## config.mk

```make
export PLATFORM = sky130hd
export DESIGN_NAME = cache_refill_controller
export DESIGN_NICKNAME = d
export VERILOG_FILES = /design/src/rtl/cache_refill_controller.sv
export SDC_FILE = /design/constraint.sdc
export NUM_CORES = 1
export LEC_CHECK = 0
export CAP_MARGIN = 0
export CORE_MARGIN = 2
export CORE_UTILIZATION = 37
export DETAILED_ROUTE_END_ITERATION = 10
export MAX_ROUTING_LAYER = met4
export PLACE_DENSITY = 0.82
export SLEW_MARGIN = 20
export SYNTH_ARGS = -nofsm -noshare
export SYNTH_HDL_FRONTEND = slang
export SYNTH_SLANG_ARGS = --single-unit
```

## constraint.sdc

```tcl
create_clock -name clk -period 2.02 [get_ports clk]
set_clock_uncertainty 0.15 [all_clocks]
set_input_delay 0.404 -clock clk [delete_from_list [all_inputs] [get_ports clk]]
set_output_delay 0.404 -clock clk [all_outputs]
set_load 0.01 [all_outputs]
```

## src/rtl/cache_refill_controller.sv

```systemverilog
// Refill controller between the core data port, the two-way LRU data cache and main memory.
// Loads fill the cache on a miss; stores are write-through with no write-allocate.
module cache_refill_controller #(
   parameter int ADDR_SIZE   = 32,
   parameter int BLOCK_SIZE  = 32,
   parameter int COUNT_WIDTH = 16
) (
   input  logic                   clk,
   input  logic                   rst,
   input  logic                   req_valid,
   output logic                   req_ready,
   input  logic                   req_write,
   input  logic [ADDR_SIZE-1:0]   req_addr,
   input  logic [BLOCK_SIZE-1:0]  req_wdata,
   output logic                   resp_valid,
   output logic [BLOCK_SIZE-1:0]  resp_rdata,
   output logic [ADDR_SIZE-1:0]   cache_addr,
   output logic                   cache_write_enable,
   output logic [BLOCK_SIZE-1:0]  cache_write_data,
   input  logic [BLOCK_SIZE-1:0]  cache_read_data,
   input  logic                   cache_hit,
   output logic                   mem_req_valid,
   input  logic                   mem_req_ready,
   output logic                   mem_write,
   output logic [ADDR_SIZE-1:0]   mem_addr,
   output logic [BLOCK_SIZE-1:0]  mem_wdata,
   input  logic                   mem_resp_valid,
   input  logic [BLOCK_SIZE-1:0]  mem_rdata,
   output logic [COUNT_WIDTH-1:0] hit_count,
   output logic [COUNT_WIDTH-1:0] miss_count
);

   typedef enum logic [2:0] {
      IDLE,
      LOOKUP,
      MEM_REQ,
      MEM_WAIT,
      FILL,
      RESP
   } stateT;

   localparam logic [COUNT_WIDTH-1:0] COUNT_ONE = {{(COUNT_WIDTH-1){1'b0}}, 1'b1};
   localparam logic [COUNT_WIDTH-1:0] COUNT_MAX = {COUNT_WIDTH{1'b1}};

   stateT                  r_state;
   stateT                  w_nextState;
   logic [ADDR_SIZE-1:0]   r_addr;
   logic                   r_write;
   logic [BLOCK_SIZE-1:0]  r_wdata;
   logic [BLOCK_SIZE-1:0]  r_rdata;
   logic [COUNT_WIDTH-1:0] r_hitCount;
   logic [COUNT_WIDTH-1:0] r_missCount;

   always_ff @(posedge clk) begin
      if (rst) begin
         r_state <= IDLE;
      end else begin
         r_state <= w_nextState;
      end
   end

   // Request capture, load data staging and saturating statistics
   always_ff @(posedge clk) begin
      if (rst) begin
         r_addr      <= '0;
         r_write     <= 1'b0;
         r_wdata     <= '0;
         r_rdata     <= '0;
         r_hitCount  <= '0;
         r_missCount <= '0;
      end else begin
         case (r_state)
            IDLE: begin
               if (req_valid) begin
                  r_addr  <= req_addr;
                  r_write <= req_write;
                  r_wdata <= req_wdata;
               end
            end
            LOOKUP: begin
               if (cache_hit) begin
                  if (r_hitCount != COUNT_MAX) r_hitCount <= r_hitCount + COUNT_ONE;
                  if (!r_write) r_rdata <= cache_read_data;
               end else begin
                  if (r_missCount != COUNT_MAX) r_missCount <= r_missCount + COUNT_ONE;
               end
            end
            MEM_WAIT: begin
               if (mem_resp_valid && !r_write) r_rdata <= mem_rdata;
            end
            default: begin
            end
         endcase
      end
   end

   always_comb begin
      w_nextState = r_state;
      case (r_state)
         IDLE:     if (req_valid) w_nextState = LOOKUP;
         LOOKUP:   w_nextState = (cache_hit && !r_write) ? RESP : MEM_REQ;
         MEM_REQ:  if (mem_req_ready) w_nextState = MEM_WAIT;
         MEM_WAIT: if (mem_resp_valid) w_nextState = r_write ? RESP : FILL;
         FILL:     w_nextState = RESP;
         RESP:     w_nextState = IDLE;
         default:  w_nextState = IDLE;
      endcase
   end

   // Cache writes happen on a store hit in LOOKUP and on the refill in FILL
   always_comb begin
      req_ready          = (r_state == IDLE);
      resp_valid         = (r_state == RESP);
      resp_rdata         = ((r_state == RESP) && !r_write) ? r_rdata : '0;
      cache_addr         = (r_state == IDLE) ? req_addr : r_addr;
      cache_write_enable = ((r_state == LOOKUP) && r_write && cache_hit) || (r_state == FILL);
      cache_write_data   = (r_state == FILL) ? r_rdata : r_wdata;
      mem_req_valid      = (r_state == MEM_REQ);
      mem_write          = r_write;
      mem_addr           = r_addr;
      mem_wdata          = r_wdata;
      hit_count          = r_hitCount;
      miss_count         = r_missCount;
   end

endmodule

```

; Word level (Yosys, flattened, before mapping)
; Index checks and enable logic that the tools add are counted.
; Widths: inputs -> output; s select.
[classes]
addsub = 2
n_eq_ne = 13
mux = 13
bitwise_logic = 1
reduce_logical = 14
[op_table]
columns = op, count
row1 = $mux 32, 6
row2 = $pmux 32 s2, 1
row3 = $add 16x1->16 const B, 2
row4 = $ne 16x16->1 const B, 2
row5 = $pmux 3 s5, 1
row6 = $mux 3, 4
row7 = $ne 2x2->1 const B, 5
row8 = $reduce_and 3->1, 3
row9 = $eq 3x2->1 const B, 2
row10 = $eq 3x3->1 const B, 2
row11 = $logic_and 1x1->1, 5
row12 = $reduce_and 4->1, 1
row13 = $eq 3x1->1 const B, 1
row14 = $logic_not 3->1, 1
row15 = $ne 2x1->1 const B, 1
row16 = $reduce_and 2->1, 1
row17 = $reduce_bool 2->1, 1
row18 = $logic_not 1->1, 1
row19 = $logic_or 1x1->1, 1
row20 = $mux 1, 1
row21 = $not 1->1, 1
[word_totals]
register_bits = 132
inputBits = 135
output_inout_bits = 197

; Longest topological paths before layout
; Gate-level depths: netlist of the first run.
[depth]
word_depth = 4
mapped_depth = 6
ltp_nobuf = 5

; Least setup slack after synthesis of the first run
; OpenSTA, ideal clock, no wires.
[synth_path]
path_type = register to output
from = reg r_state[2]
to = out cache_write_data[10]
arrival_time_ns = 1.642
path_slack_ns = -0.176
stages_incl_launch_ff = 5
path_buffers = 2
path_cell_list = dfxtp_1 > clkbuf_1 > nor3b_2 > buf_2 > mux2_2
[synth_between]
elab_chain_len = 2
[synth_rtl]
columns = item, line_no
row1 = "start, declared", 45  ; stateT r_state;
row2 = "start signal, assigned", 58  ; r_state <= w_nextState;
row3 = $eq 3x3->1, 117  ; cache_write_data = (r_state == FILL) ? r_rdata : r_wdata;
row4 = $mux 32, 117
row5 = "end, declared", 19  ; output logic [BLOCK_SIZE-1:0] cache_write_data,
; No other way between the ends.

; Worst setup path in the final report of the first run
[layout_path]
from = reg r_state[0]
to = out cache_write_data[24]
; The elaborated chain is that of the path after synthesis.

==> reports/qor.csv, run 1 <==
metric,value,unit
status,"finished, violations left",
numCtsBuffers,17,
ys_seq_area_share,40.05,%
ys_types,51,
power_switching,3.645,mW
netlist_area,6598,um^2
async_flop_share,0,%
internal_power,8.087,mW
path_max_fanout,8,
grt_pass1_wl,40.90,mm
violations,negative setup slack,
ir_drop,0.9512,mV
sequentialPowerShare,27.1,%
end_kind,primary output,
root_buffer,clkbuf_16,
antenna_found_initial,0,
power_density,840.0,nW/um^2
drc_errors,0,
ys_warn_count,0,
tritoncts,built,
fin_nets,1367,
busiest_layer,met2,
clk_path_buf_depth,2,
dp_cells,1346,
start_util,38.01,%
dieArea,18920,um^2
p_leak,5.700,nW
critPathKind,reg -> out,
routabilityCongestion,0.8592,
coreArea,17360,um^2
die_w,137.5,um
layout-drive-gt1-share,44.01,%
reg2reg_slack,-330,ps
synth_edf_count,0,
antenna_cells,0,
area_growth,111.7,%
stdcell_area,13970,um^2
wire_per_inst,22.84,um
syn_inst,776,
hp-class,in -> reg,
clkLatencyLatePin,420,ps
synth-seq-cells,132,
placement.io_buffers,331,
period_share,124.6,%
synth_largest_area_cell,dfxtp_1,
vias,8351,
finalWorstSetupSlack,-497.8,ps
met3_usage,7.285,%
wl,33.53,mm
gr-usage-met1,33.96,%
nFillCells,931,
first_global_vias,7622,
std_cell_rows,48,
tightestPinTransition,738.8,ps
drt_iter0_drc,517,
h-tree-depth,4,
grt_util_met2,48.20,%
place_area,10650,um^2
period_needed,2518,ps
synth_flop_cell,dfxtp_1,
synth_area_leaders,"dfxtp_1 (40%), mux2_2 (13%), nand2_1 (8.6%)",
clock.fmax,0.3972,GHz
drt-vias-per-instance,5.689,
postRouteAntennaNets,0,
die_h,137.5,um
avgSynthCellArea,8.502,um^2
grt_max_degree,69,
synth_nets,913,
slew_headroom,50.57,%
pin_count,332,
final_cells,1468,
dp_hpwl,17.19,mm
power_frac_comb,42.9,%
firstDrtPassIters,5,
rsz0062_at_grt,true,
timing.hold.ws,132.9,ps
hold_viol,0,
track_usage,29.30,%
synth_top_area_share,40.05,%
start_kind,flip-flop,
cts_sinks,132,
p_sw_share,31.07,%
critPathArrivalTime,1960,ps
cap_viol_max_count,0,
clkPwrFrac,30.0,%
finalSetupViolCount,170,
finalMaxSlewViolations,0,
cp.required,1470,ps
path_clk_slew,50,ps
globalRouteOverflowTotal,0,
==> critical path, stage by stage, from the launching register on <==
cell and delay, ps:
dfxtp_2 330, buf_6 120, nor3b_4 210, buf_6 180
buf_16 150, buf_12 110, mux2_4 310, buf_6 120
==> stage by stage <==
stage               power (mW)  TNS [ps]  utilization [%]  setup WS (ps)
global route             12.05    -53660            80.47         -553.4
global placement         6.294    -53600            61.37         -619.1
detailed placement       6.352    -58030            61.37         -611.2
CTS                      10.63    -40310            71.58         -518.4
finish                   11.73    -42850            80.47         -497.8
floorplan                4.578    -428.9                -         -42.89
==> kinds of logic (layout without fill, tap and decap cells) <==
group	Yosys count	after routing	share of synthesized area (%)
AND/OR/NAND/NOR	320	320	23.67
AO/OA/AOI/OAI	155	155	14.38
flip-flops	132	132	40.05
multiplexers	109	109	17.96
buffers and inverters	58	525	3.565
adder cells (fa/ha/maj)	2	2	0.3792
==> per-layer routing <==
layer,routed length [um],vias up
li1,-,3667
met1,12400,4057
met2,16720,502
met3,2785,125
met4,1621,0
met5,0,-
==> layout make-up <==
cell class              instances  area [um^2]  share of cell area (%)
flip-flops and latches        132         2665                   19.08
clock inverters                12        201.4                   1.442
well taps                     225        281.5                   2.016
repair buffers                491         5518                   39.51
clock buffers                  20        466.7                   3.341
inverters                       2        7.507                 0.05375
multi-input cells             586         4827                   34.56
==> power groups by stage <==
stage	logic, mW	clock network (mW)	registers, mW
after CTS	3.99	3.52	3.12
after global placement	3.15	0	3.14
after floorplan	1.40	0	3.18
after detailed placement	3.20	0	3.16
after global routing	5.22	3.63	3.20
final	5.03	3.52	3.18
==> cells in the final DEF (no fill, tap or decap), drive strengths merged, types with 10 or more instances in the layout <==
cell / Yosys / layout
clkbuf: 40 / 32
nor2b: 15 / 15
buf: 16 / 248
nand2: 151 / 151
mux2i: 34 / 34
dfxtp: 132 / 132
a211oi: 33 / 33
a21oi: 90 / 90
nand3: 10 / 10
clkdlybuf4s50: 0 / 224
mux2: 75 / 75
and2: 36 / 36
nor2: 49 / 49
==> flip-flops by register name, indices dropped and copies added (netlist names) <==
name	cells
r_state	3
hit_count	16
r_rdata	32
mem_write	1
mem_addr	32
miss_count	16
mem_wdata	32
==> Yosys cell counts (2+ instances only) <==
cell / count
or3_1: 3
a211oi_1: 33
and3_1: 4
buf_1: 2
a21oi_1: 89
a31oi_1: 4
mux2i_1: 34
and4_1: 3
o21a_1: 2
or4_1: 9
nor2_1: 49
o41ai_1: 5
o21ai_0: 3
nor4_1: 4
mux2_2: 74
dfxtp_1: 132
nand2b_1: 4
inv_1: 2
nor4_2: 3
nor2b_1: 15
nand3_1: 10
clkbuf_1: 40
nand4_1: 9
nand2_1: 151
buf_2: 14
nor3_1: 8
and2_1: 36
o311ai_0: 2
o31ai_1: 8
ha_1: 2
a41o_1: 2
==> path summary, 6_finish.rpt <==
check	endpoint	depth (start not counted)	startpoint
max	cache_write_data[24]	7	r_state[0]
min	r_state[0]	2	rst
max reg2reg	miss_count[8]	8	r_state[0]
min reg2reg	mem_addr[30]	2	mem_addr[30]
==> what timing repair did <==
action,in CTS,in global routing
buffers inserted,46,29
hold buffers,0,0
hold endpoints to repair,0,0
gates resized for setup,598,279
cloned,12,13
endpoints found under the setup margin,129,209
pin swaps,32,60
(Power assumes the default switching activity.)
==> inputs of run 2 (changes only) <==
Settings changed: ABC_AREA set to 1.
==> reports/qor.csv, run 2 <==
metric,value,unit,change
clkLatencyLatePin,420,ps,about the same
netlist_area,6743,um^2,+2.2%
place_area,10520,um^2,-1.2%
violations,negative setup slack,,
layout_common_cells,"nand2_1 (244), clkdlybuf4s50_1 (231), nor2_1 (151)",,
timing.rr.start,r_state[1],,
grt_pass1_wl,41.61,mm,+1.7%
cts_sinks,132,,unchanged
coreArea,17900,um^2,+3.1%
tritoncts,built,,
synth_nets,1227,,+34%
wl,27.57,mm,-18%
yosys-top-cells-count,"nand2_1 (270), nor2_1 (174), o21ai_0 (163), inv_1 (139), dfxtp_1 (132)",,
avgSynthCellArea,6.186,um^2,-27%
die_h,139.0,um,+1.1%
wire_per_inst,16.30,um,-29%
period_share,112.5,%,-12 points
std_cell_rows,49,,+2.1%
postRouteAntennaNets,0,,unchanged
ir_drop,1.019,mV,+7.1%
path_clk_slew,50,ps,about the same
numCtsBuffers,17,,unchanged
first_global_vias,7969,,+4.6%
ys_warn_count,0,,unchanged
finalWorstSetupSlack,-252.8,ps,+245.0 ps
hold_viol,0,,unchanged
layout_commonest_cell,nand2_1,,
synth.most_common_cell,nand2_1,,
fin_nets,1589,,+16%
start_util,37.66,%,-0.35 points
layout-drive-gt1-share,21.08,%,-23 points
crit_chain,nor3_4 > buf_6 > buf_12 > buf_16 > nand2_4 > o21ai_4 > buf_2,,
slew_headroom,76.00,%,+25 points
ys_seq_area_share,39.19,%,-0.86 points
critPathArrivalTime,1720,ps,-240 ps
r2r_end,mem_wdata[4],,
placement.io_buffers,331,,unchanged
track_usage,27.83,%,-1.5 points
hold_path_depth,2,,unchanged
syn_inst,1090,,+40%
ys_types,27,,-47%
power_density,1095,nW/um^2,+30%
reg2reg_slack,90,ps,+420 ps
status,"finished, violations left",,
period_needed,2273,ps,-245.0 ps
antenna_found_initial,2,,+2
dp_cells,1632,,+21%
cap_viol_max_count,0,,unchanged
place_worst_setup_slack,-349.8,ps,+261.4 ps
firstDrtPassIters,5,,unchanged
dp_hpwl,18.64,mm,+8.5%
holdCritStartpoint,mem_wdata[27],,
total_power,12.78,mW,+8.9%
drc_errors,0,,unchanged
cts-hold-fix-buffers,0,,unchanged
hp-class,reg -> reg,,
tightestPinTransition,356.2,ps,-382.6 ps
die_w,139.0,um,+1.1%
nFillCells,1528,,+64%
clk_path_buf_depth,2,,unchanged
final_cells,1692,,+15%
finalMaxSlewViolations,0,,unchanged
drt_iter0_drc,650,,+26%
finalSetupViolCount,96,,-44%
grt_max_degree,70,,+1.4%
synth_largest_area_cell,dfxtp_1,,
rsz0062_at_grt,true,,
hold_end,mem_wdata[27],,
area_growth,73.15,%,
vias,8496,,+1.7%
dieArea,19320,um^2,+2.1%
start_kind,flip-flop,,
synth_area_leaders,"dfxtp_1 (39%), nand2_1 (15%), o21ai_0 (12%)",,
routabilityCongestion,0.9024,,+5.0%
globalRouteOverflowTotal,0,,unchanged
synth_top_area_share,39.19,%,-0.86 points
cp.required,1470,ps,about the same
pin_count,332,,unchanged
clock.fmax,0.4400,GHz,+11%
critPathKind,reg -> out,,
drt-vias-per-instance,5.021,,-12%
synth_edf_count,0,,unchanged
cp_slowest_stage_delay,370,ps,+40 ps
synth-seq-cells,132,,unchanged
setup_tns,-14710,ps,+28150 ps
root_buffer,clkbuf_16,,
end_kind,primary output,,
cpMaxStageDelayCell,dfxtp_4,,
p_leak,5.148,nW,-9.7%
reg2regPathDepth,10,,+2
synth_flop_cell,dfxtp_1,,
h-tree-depth,4,,unchanged
stdcell_area,11670,um^2,-16%
path_max_fanout,5,,-3
async_flop_share,0,%,unchanged
-- run 2: cell count changes in the layout (fill, tap and decap cells not counted), sizes merged, moves of 15 or more --
cell    previous run  this run
o21ai              3       164
nand3             10        34
nor2b             15         0
nand2            151       272
a211oi            33         0
mux2              75         0
nor2              49       177
mux2i             34         0
buf              248       165
and2              36         0
inv                2       140
-- run 2: critical path, delay by kind of cell (launching register included) --
family,cells,cell delay (ps)
AOI/OAI and AO/OA,1,70
DFF,1,370
and+or+nand+nor,2,280
buffers and inverters,4,570
-- run 2: report_power, final --
| group | internal, mW | switching (mW) |
|---|---|---|
| Sequential | 3.17 | 0.445 |
| Combinational | 3.04 | 3.21 |
| Clock | 1.78 | 1.14 |
| Total | 7.99 | 4.79 |
-- run 2: routing by layer --
metal / GRT usage (%) / vias up / routed length [um]
li1: - / 4149 / -
met1: 32.13 / 3894 / 10760
met2: 46.05 / 384 / 13670
met3: 6.008 / 69 / 2086
met4: 13.40 / 0 / 1055
met5: - / - / 0
-- run 2: cell type report --
| type | instances | area (um^2) | share of cell area [%] |
|---|---|---|---|
| Tap cell | 229 | 286.5 | 2.454 |
| Sequential cell | 132 | 2660 | 22.78 |
| Multi-Input combinational cell | 753 | 3660 | 31.35 |
| Timing Repair Buffer | 406 | 3980 | 34.09 |
| Clock buffer | 22 | 484.2 | 4.147 |
| Inverter | 142 | 544.3 | 4.662 |
| Antenna cell | 2 | 5.005 | 0.04287 |
| Clock inverter | 6 | 55.05 | 0.4715 |
-- run 2: worst max-delay path by stage --
stage | start | endpoint | slack (ps) | depth (start not counted)
after floorplan | r_state[2] | resp_rdata[10] | 80 | 5
after global placement | req_addr[26] | cache_addr[26] | -370 | 5
after detailed placement | req_addr[26] | cache_addr[26] | -350 | 5
after CTS | r_state[2] | cache_write_data[3] | -260 | 8
after global routing | r_state[1] | cache_write_data[2] | -300 | 7
final | r_state[1] | cache_write_data[9] | -250 | 7
-- run 2: repair_timing --
item                                    CTS  global route
buffers inserted                         13             3
endpoints found under the setup margin  100           143
pin swaps                                 1             1
resized for setup                       545           101
cloned                                   10             4
-- run 2: metrics by stage --
| step | hold WS, ps | utilization, % |
|---|---|---|
| floorplan | 333.1 | - |
| global placement | 294.8 | 58.77 |
| detailed placement | 301.9 | 58.77 |
| CTS | 317.6 | 63.98 |
| global route | 334.2 | 65.22 |
| finish | 316.1 | 65.22 |
-- run 2: cell families (layout without fill, tap and decap cells) --
kind of cell | count (synthesis) | in the layout | share of synthesized area (%)
other | 0 | 2 | 0
xor gates and xnor gates | 4 | 4 | 0.5197
and+or+nand+nor | 500 | 500 | 29.30
AOI/OAI and AO/OA | 247 | 247 | 18.52
adders and majority gates | 2 | 2 | 0.3711
DFF | 132 | 132 | 39.19
buffers and inverters | 205 | 576 | 12.10
